===== src/rtl/dlsc_domaincross_rvh_arb.sv =====
// Round-robin arbiter merging INPUTS ready/valid/hold requesters into one registered output stage.
// Optional packet lock (in_last) enabled by defining DLSC_DOMAINCROSS_RVH_ARB_LOCK_EN.
module dlsc_domaincross_rvh_arb #(
    parameter int              INPUTS = 4,
    parameter int              DATA   = 32,
    parameter int              ID     = 2,
    parameter logic [DATA-1:0] RESET  = {DATA{1'b0}}
) (
    input  logic                   clk,
    input  logic                   rst,
    output logic [INPUTS-1:0]      in_ready,
    input  logic [INPUTS-1:0]      in_valid,
`ifdef DLSC_DOMAINCROSS_RVH_ARB_LOCK_EN
    input  logic [INPUTS-1:0]      in_last,
`endif
    input  logic [INPUTS*DATA-1:0] in_data,
    input  logic                   out_ready,
    output logic                   out_valid,
    output logic [DATA-1:0]        out_data,
    output logic [ID-1:0]          out_id
);

    logic            out_valid_q, out_valid_d;
    logic [DATA-1:0] out_data_q, out_data_d;
    logic [ID-1:0]   out_id_q, out_id_d;
    logic [ID-1:0]   ptr_q, ptr_d;

    logic            can_load;
    logic            any_vld;
    logic            fire;
    logic [ID-1:0]   gnt;
    logic [ID-1:0]   ptr_inc;
    logic [DATA-1:0] data_sel;

`ifdef DLSC_DOMAINCROSS_RVH_ARB_LOCK_EN
    logic            lock_q, lock_d;
    logic [ID-1:0]   lock_id_q, lock_id_d;
    logic            last_sel;
`endif

    // Winner is the valid requester with the smallest distance from the pointer.
    always_comb begin
        int best;
        int off;
        best     = INPUTS;
        off      = 0;
        any_vld  = 1'b0;
        gnt      = '0;
        for (int i = 0; i < INPUTS; i++) begin
            if (in_valid[i]) begin
                off = i - int'(ptr_q);
                if (off < 0) off = off + INPUTS;
                if (off < best) begin
                    best    = off;
                    gnt     = ID'(i);
                    any_vld = 1'b1;
                end
            end
        end
`ifdef DLSC_DOMAINCROSS_RVH_ARB_LOCK_EN
        // A locked packet owns the channel even while its source is idle.
        if (lock_q) begin
            gnt     = lock_id_q;
            any_vld = 1'b0;
            for (int i = 0; i < INPUTS; i++) begin
                if (int'(lock_id_q) == i) any_vld = in_valid[i];
            end
        end
`endif
    end

    always_comb begin
        can_load = !out_valid_q || out_ready;
        fire     = can_load && any_vld && !rst;
        data_sel = '0;
        in_ready = '0;
        for (int i = 0; i < INPUTS; i++) begin
            if (int'(gnt) == i) begin
                data_sel    = in_data[i*DATA +: DATA];
                in_ready[i] = fire;
            end
        end
        ptr_inc = (int'(gnt) == INPUTS-1) ? '0 : gnt + ID'(1);
    end

`ifdef DLSC_DOMAINCROSS_RVH_ARB_LOCK_EN
    always_comb begin
        last_sel = 1'b0;
        for (int i = 0; i < INPUTS; i++) begin
            if (int'(gnt) == i) last_sel = in_last[i];
        end
    end
`endif

    always_comb begin
        out_valid_d = out_valid_q;
        out_data_d  = out_data_q;
        out_id_d    = out_id_q;
        ptr_d       = ptr_q;
`ifdef DLSC_DOMAINCROSS_RVH_ARB_LOCK_EN
        lock_d      = lock_q;
        lock_id_d   = lock_id_q;
`endif
        if (fire) begin
            out_valid_d = 1'b1;
            out_data_d  = data_sel;
            out_id_d    = gnt;
`ifdef DLSC_DOMAINCROSS_RVH_ARB_LOCK_EN
            if (last_sel) begin
                lock_d = 1'b0;
                ptr_d  = ptr_inc;
            end else begin
                lock_d    = 1'b1;
                lock_id_d = gnt;
            end
`else
            ptr_d       = ptr_inc;
`endif
        end else if (out_ready) begin
            out_valid_d = 1'b0;
        end
    end

    always_ff @(posedge clk or posedge rst) begin
        if (rst) begin
            out_valid_q <= 1'b0;
            out_data_q  <= RESET;
            out_id_q    <= '0;
            ptr_q       <= '0;
`ifdef DLSC_DOMAINCROSS_RVH_ARB_LOCK_EN
            lock_q      <= 1'b0;
            lock_id_q   <= '0;
`endif
        end else begin
            out_valid_q <= out_valid_d;
            out_data_q  <= out_data_d;
            out_id_q    <= out_id_d;
            ptr_q       <= ptr_d;
`ifdef DLSC_DOMAINCROSS_RVH_ARB_LOCK_EN
            lock_q      <= lock_d;
            lock_id_q   <= lock_id_d;
`endif
        end
    end

    assign out_valid = out_valid_q;
    assign out_data  = out_data_q;
    assign out_id    = out_id_q;

endmodule


===== config.mk =====
export PLATFORM = sky130hd
export DESIGN_NAME = dlsc_domaincross_rvh_arb
export DESIGN_NICKNAME = d
export VERILOG_FILES = /design/src/rtl/dlsc_domaincross_rvh_arb.sv
export SDC_FILE = /design/constraint.sdc
export NUM_CORES = 1
export LEC_CHECK = 0
export ABC_AREA = 1
export BUFFER_PORTS_ARGS = -buffer_cell sky130_fd_sc_hd__buf_2
export CORE_MARGIN = 4
export CORE_UTILIZATION = 43
export DETAILED_ROUTE_END_ITERATION = 6
export PLACE_DENSITY = 0.81
export REMOVE_ABC_BUFFERS = 1
export SYNTH_ARGS = -nofsm -noshare
export SYNTH_HDL_FRONTEND = slang
export SYNTH_SLANG_ARGS = --single-unit
export TNS_END_PERCENT = 20

===== constraint.sdc =====
create_clock -name clk -period 4.35 [get_ports clk]
set_clock_uncertainty 0.1 [all_clocks]
set_input_delay 0.435 -clock clk [delete_from_list [all_inputs] [get_ports clk]]
set_output_delay 0.435 -clock clk [all_outputs]
set_load 0.05 [all_outputs]

==> results of run 1 <==
metrics by stage:
step | worst slack (ns) | util | std cells | setup TNS (ns)
after floorplan | -0.583 | - | 335 | -1.08
after global placement | 0.525 | 0.591 | 591 | 0
after detailed placement | 0.260 | 0.591 | 591 | 0
after CTS | 0.0128 | 0.606 | 598 | 0
after global routing | -0.0131 | 0.622 | 602 | -0.0163
final | 0.270 | 0.622 | 602 | 0
Yosys cell counts:
library cell	instances
o21ai_0	34
nand2_1	109
nor2_2	1
nor3_1	1
nand3b_1	1
inv_1	17
or2_2	1
nand2_2	10
buf_2	9
buf_1	2
o211ai_2	30
inv_2	3
o21ai_1	1
nand2_4	2
buf_8	1
clkbuf_1	7
o211ai_1	2
nor2_8	1
nor2_1	7
o21ai_4	1
dfrtp_1	37
a21oi_1	33
a31oi_1	1
buf_6	6
ha_1	6
buf_4	3
nand4_1	1
nand3_1	35
inv_4	1
logic make-up (layout without fill, tap and decap cells):
| logic type | count (synthesis) | after routing | synth area share |
|---|---|---|---|
| flip-flops | 37 | 37 | 0.335 |
| buffers and inverters | 49 | 213 | 0.0959 |
| adder cells (fa/ha/maj) | 6 | 6 | 0.0271 |
| AND/OR/NAND/NOR | 169 | 169 | 0.270 |
| AO/OA/AOI/OAI | 102 | 102 | 0.272 |
worst max-delay path by stage:
stage | from | end
after floorplan | ptr_q[0] | in_ready[1]
final | ptr_q[0] | in_ready[3]
after global placement | ptr_q[0] | in_ready[3]
after detailed placement | ptr_q[0] | in_ready[3]
after CTS | ptr_q[0] | in_ready[1]
after global routing | ptr_q[0] | in_ready[2]
registers in the layout, summed over array words and instances, names as in the netlist:
name       cells
out_id         2
ptr_q          2
out_data      32
out_valid      1
report_power, final:
group	switching [mW]	internal, mW
Sequential	0.0847	0.500
Clock	0.118	0.126
Combinational	1.68	0.744
layout make-up:
type / count / area (um^2)
multi-input cells: 277 / 1620
clock buffers: 7 / 86.3
repair buffers: 184 / 966
flip-flops and latches: 37 / 927
well taps: 75 / 93.8
fillers: 575 / 2310
inverters: 21 / 91.3
repair inverters: 1 / 8.76
critical path, cell delays in order (launching register included):
cell and delay [ns]:
dfrtp_2 0.45, nand2_2 0.09, inv_1 0.03, or2_2 0.31, a31oi_4 0.15, ha_1 0.24, inv_1 0.06, nor2_1 0.05
nand2_1 0.09, nand3_2 0.11, nand2_1 0.08, o21ai_0 0.10, ha_1 0.29, inv_1 0.03, a21oi_1 0.11, nand2_1 0.07
nand2_1 0.06, nand2_1 0.06, nand2_2 0.09, nand2_2 0.09, ha_1 0.26, nand2_4 0.11, clkinv_8 0.11, buf_4 0.21
timing repair:
action	CTS	global route
pin swaps	0	2
setup buffers	0	3
cloned	0	1
gates resized for setup	3	22
endpoints found under the setup margin	2	36
routing by layer:
metal	track usage	vias to the layer above	share of wire
met5	0	-	0
met4	0.0797	0	0.016
met3	0.0587	16	0.092
met2	0.435	154	0.52
met1	0.271	1498	0.37
li1	-	1550	-
==> qor.csv, run 1 <==
stage,metric,value,unit
pwr,Max rail drop VDD,550,uV
timing,Min Hold Slack,0.208,ns
global_route,first-pass GRT wire length,14500,um
drt,routed wire length,9640,um
pwr,power per cell area,859,nW/um^2
timing,Worst-Margin Slew,0.728,ns
cts,Num CTS Buffers,5,
cts,TritonCTS clock tree,done,
cells_and_area,Area Overhead vs Synth,37.0,%
drt,First DRT Iteration DRCs,106,
critical_path,crit path max fanout,17,
critical_path,critical path capture point type,output port,
drt,wire length per cell,16.0,um
critical_path,r2r setup slk,0.45,ns
drt,DR vias,3218,
timing,final worst-path cycle share,0.938,
global_route,Total GRT Usage,0.238,
timing,Hold Fails Final Rpt,0,
timing,Max Transition Viols Final,0,
logic_synthesis,Synth area leader,dfrtp_1,
drt,Vias per Instance,5.35,
status,outcome,finished clean,
cts,Clock transition at path regs,0.07,ns
critical_path,"Req. time, crit path",3.82,ns
logic_synthesis,Synth area leaders,"dfrtp_1 33%, nand2_1 15%, o211ai_2 14%",
floorplanning,Initial Utilization,0.454,
logic_synthesis,mean cell area of the mapped netlist,7.62,um^2
logic_synthesis,Synth cell types,29,
cts,htree depth,2,
cells_and_area,design area,3790,um^2
cts,# clock sinks,37,
drt,post-route ant nets,0,
cells_and_area,antenna cell count,0,
floorplanning,die span in x,88.2,um
cts,Longest Clk Path Bufs,2,
placed_design,routability cong.,0.962,
pwr,total power,3.25,mW
timing,FMAX,245,MHz
cts,root buf cell,clkbuf_8,
logic_synthesis,"Seq/Total Area, Yosys",0.335,
cts,clk_lat worst skew,0.28,ns
critical_path,CP Class,reg -> out,
floorplanning,DIE HEIGHT,88.2,um
critical_path,R2R depth,26,
placed_design,hpwl dp,6890,um
floorplanning,die area,7780,um^2
critical_path,Reg-to-Reg Start,ptr_q[0],
cells_and_area,layout cell share with drive strength beyond 1,0.482,
critical_path,crit path DAT,3.54,ns
cells_and_area,"commonest cells after routing, fill and taps aside","169 x buf_2, 105 x nand2_1, 36 x dfrtp_1",
cells_and_area,"most common cell after layout, fill and taps aside",buf_2,
cells_and_area,nets,668,
floorplanning,# IOs,174,
placed_design,DP Area,3600,um^2
logic_synthesis,Gate Count Post-Synth,363,
global_route,"Remaining Overflow, GRT",0,
cts,cts hold-fix bufs,0,
logic_synthesis,top-area cell type share of the netlist area,0.335,
drt,drt drc,0,
timing,Final Critical Period,4.08,ns
hold_path,hold crit path type,in -> async,
logic_synthesis,Synth Cell Area,2770,um^2
floorplanning,Core ar.,6100,um^2
global_route,initial antenna violation count,0,
timing,setup violators final,0,
global_route,vias in the first global route,3164,
critical_path,CP startpoint kind,flop,
timing,relative slew slack,0.514,
placed_design,PortBufs,173,
floorplanning,Placement Rows,28,
job,MaxCap Viol Count,0,
drt,drt pass-1 iters,4,
pwr,Pleak,2.08,nW
logic_synthesis,warning count from the yosys run,0,
global_route,largest net degree at the start of global routing,41,
logic_synthesis,#FFs+latches synth,37,
critical_path,Reg2Reg Capture Point,out_data[17],
(Power assumes the default switching activity.)
==> run 2: changes to the inputs <==
Settings changed: BUFFER_PORTS_ARGS -buffer_cell sky130_fd_sc_hd__buf_2 to -buffer_cell sky130_fd_sc_hd__buf_4.
==> qor.csv, run 2 (synthesis gave the netlist of run 1 again) <==
stage,metric,value,unit
pwr,Max rail drop VDD,557,uV
critical_path,CP Class,reg -> out,
cells_and_area,footprint of the multi-input gates,1620,um^2
cells_and_area,antenna cell count,0,
drt,Vias per Instance,5.31,
critical_path,"Req. time, crit path",3.82,ns
timing,setup ws final,0.117,ns
job,MaxCap Viol Count,0,
floorplanning,DIE HEIGHT,88.2,um
cts,Longest Clk Path Bufs,2,
placed_design,Post-Place Cells,593,
critical_path,crit path max fanout,13,
drt,drt drc,0,
cells_and_area,# fillers,507,
pwr,Sw Pwr,1.90,mW
timing,Min Hold Slack,0.159,ns
critical_path,r2r setup slk,0.39,ns
critical_path,critical path's largest stage delay,0.45,ns
cells_and_area,max FFs per register,32,
timing,Worst-Margin Slew,0.743,ns
timing,Hold Fails Final Rpt,0,
drt,routed wire length,9760,um
timing,relative slew slack,0.504,
cells_and_area,Layout Cells excl Fill,603,
timing,final worst-path cycle share,0.973,
critical_path,critical path capture point type,output port,
floorplanning,die span in x,88.2,um
drt,post-route ant nets,0,
global_route,met3 GRT Util,0.0642,
global_route,Total GRT Usage,0.237,
placed_design,PortBufs,173,
cts,Clock transition at path regs,0.08,ns
global_route,most used routing layer in global routing,met2,
cells_and_area,"commonest cells after routing, fill and taps aside","183 x buf_4, 106 x nand2_1, 36 x dfrtp_1",
critical_path,critical path startpoint,ptr_q[0],
pwr,Clock Power Share,0.071,
critical_path,Reg2Reg Capture Point,out_data[15],
global_route,first-pass GRT wire length,14400,um
floorplanning,Placement Rows,28,
floorplanning,Initial Utilization,0.454,
cts,cts hold-fix bufs,0,
critical_path,CP most frequent cell,nand2_1,
cells_and_area,fin util,0.692,
pwr,Pleak,2.22,nW
pwr,Power Internal,1.52,mW
cells_and_area,design area,4220,um^2
cts,TritonCTS clock tree,done,
timing,FMAX,236,MHz
critical_path,Critical Path End,in_ready[1],
placed_design,post-placement setup slack,0.364,ns
global_route,initial antenna violation count,0,
floorplanning,die area,7780,um^2
global_route,vias in the first global route,3088,
floorplanning,Core ar.,6100,um^2
drt,DR vias,3201,
global_route,M1 GR Usage,0.270,
drt,drt pass-1 iters,4,
cells_and_area,layout cell share with drive strength beyond 1,0.481,
drt,First DRT Iteration DRCs,110,
timing,setup violators final,0,
cells_and_area,sequential cell area,927,um^2
drt,wire length per cell,16.2,um
critical_path,crit path DAT,3.70,ns
cells_and_area,nets,669,
placed_design,hpwl dp,7030,um
hold_path,hold crit path type,in -> async,
pwr,Logic pwr share,0.757,
critical_path,Reg-to-Reg Start,ptr_q[0],
timing,Final Critical Period,4.23,ns
placed_design,routability cong.,0.889,
cts,htree depth,2,
global_route,largest net degree at the start of global routing,41,
global_route,"Remaining Overflow, GRT",0,
pwr,Sw Share,0.556,
pwr,power per cell area,809,nW/um^2
critical_path,slowest stage cell on the critical path,dfrtp_2,
cts,# clock sinks,37,
cts,root buf cell,clkbuf_8,
critical_path,CP startpoint kind,flop,
status,outcome,finished clean,
pwr,Reg power frac,0.172,
cts,Num CTS Buffers,5,
timing,Max Transition Viols Final,0,
critical_path,R2R depth,26,
cells_and_area,Area Overhead vs Synth,52.5,%
floorplanning,# IOs,174,
placed_design,DP Area,4050,um^2
cells_and_area,"most common cell after layout, fill and taps aside",buf_4,
global_route,GR Util met2,0.447,
timing,unrepaired setup endpoints after global routing,true,
cts,clk_lat worst skew,0.29,ns
run 2: worst min path at each step:
stage | cells after the start | start | to
global placement | 2 | out_id[0] | out_id[0]
detailed placement | 2 | out_id[1] | out_id[1]
floorplan | 2 | ptr_q[1] | ptr_q[1]
global route | 3 | rst | out_id[1]
finish | 3 | rst | out_data[8]
CTS | 3 | rst | out_data[8]
run 2: worst max-delay path: cells and delay by family, from the launching register on:
family | cells | cell delay, ns
buffers and inverters | 7 | 0.59
adder cells (fa/ha/maj) | 3 | 0.72
AND/OR/NAND/NOR | 12 | 1.24
flip-flops | 1 | 0.45
AO/OA/AOI/OAI | 3 | 0.39
run 2: power by group through the flow:
stage          sequential, mW  clock (mW)  combinational (mW)
6_report                0.589       0.242                2.58
5_1_grt                 0.607       0.264                2.81
4_1_cts                 0.586       0.249                2.51
3_5_place_dp            0.588           0                2.50
3_3_place_gp            0.585           0                2.45
2_1_floorplan            1.07           0                1.22
run 2: area by class of cell:
| type | count | share of cell area |
|---|---|---|
| Multi-Input combinational cell | 277 | 0.383 |
| Timing Repair Buffer | 186 | 0.334 |
| Sequential cell | 37 | 0.220 |
| Tap cell | 75 | 0.0222 |
| Clock buffer | 7 | 0.0205 |
| Inverter | 21 | 0.0205 |
run 2: what timing repair did:
| action | 4_1_cts | 5_1_grt |
|---|---|---|
| setup endpoints to repair | 0 | 5 |
| buffers inserted | 0 | 3 |
| gates resized for setup | 0 | 19 |
run 2: routing by layer:
| layer | part of all wire | up-vias | wire length [um] |
|---|---|---|---|
| met2 | 0.52 | 139 | 5050 |
| li1 | - | 1554 | - |
| met5 | 0 | - | 0 |
| met3 | 0.099 | 8 | 963 |
| met4 | 0.0081 | 0 | 79 |
| met1 | 0.38 | 1500 | 3670 |
run 2: through the flow:
stage	total power [mW]	setup TNS (ns)
after CTS	3.34	0
after global routing	3.68	-0.452
after detailed placement	3.09	0
after floorplan	2.29	-1.08
final	3.42	0
after global placement	3.03	0
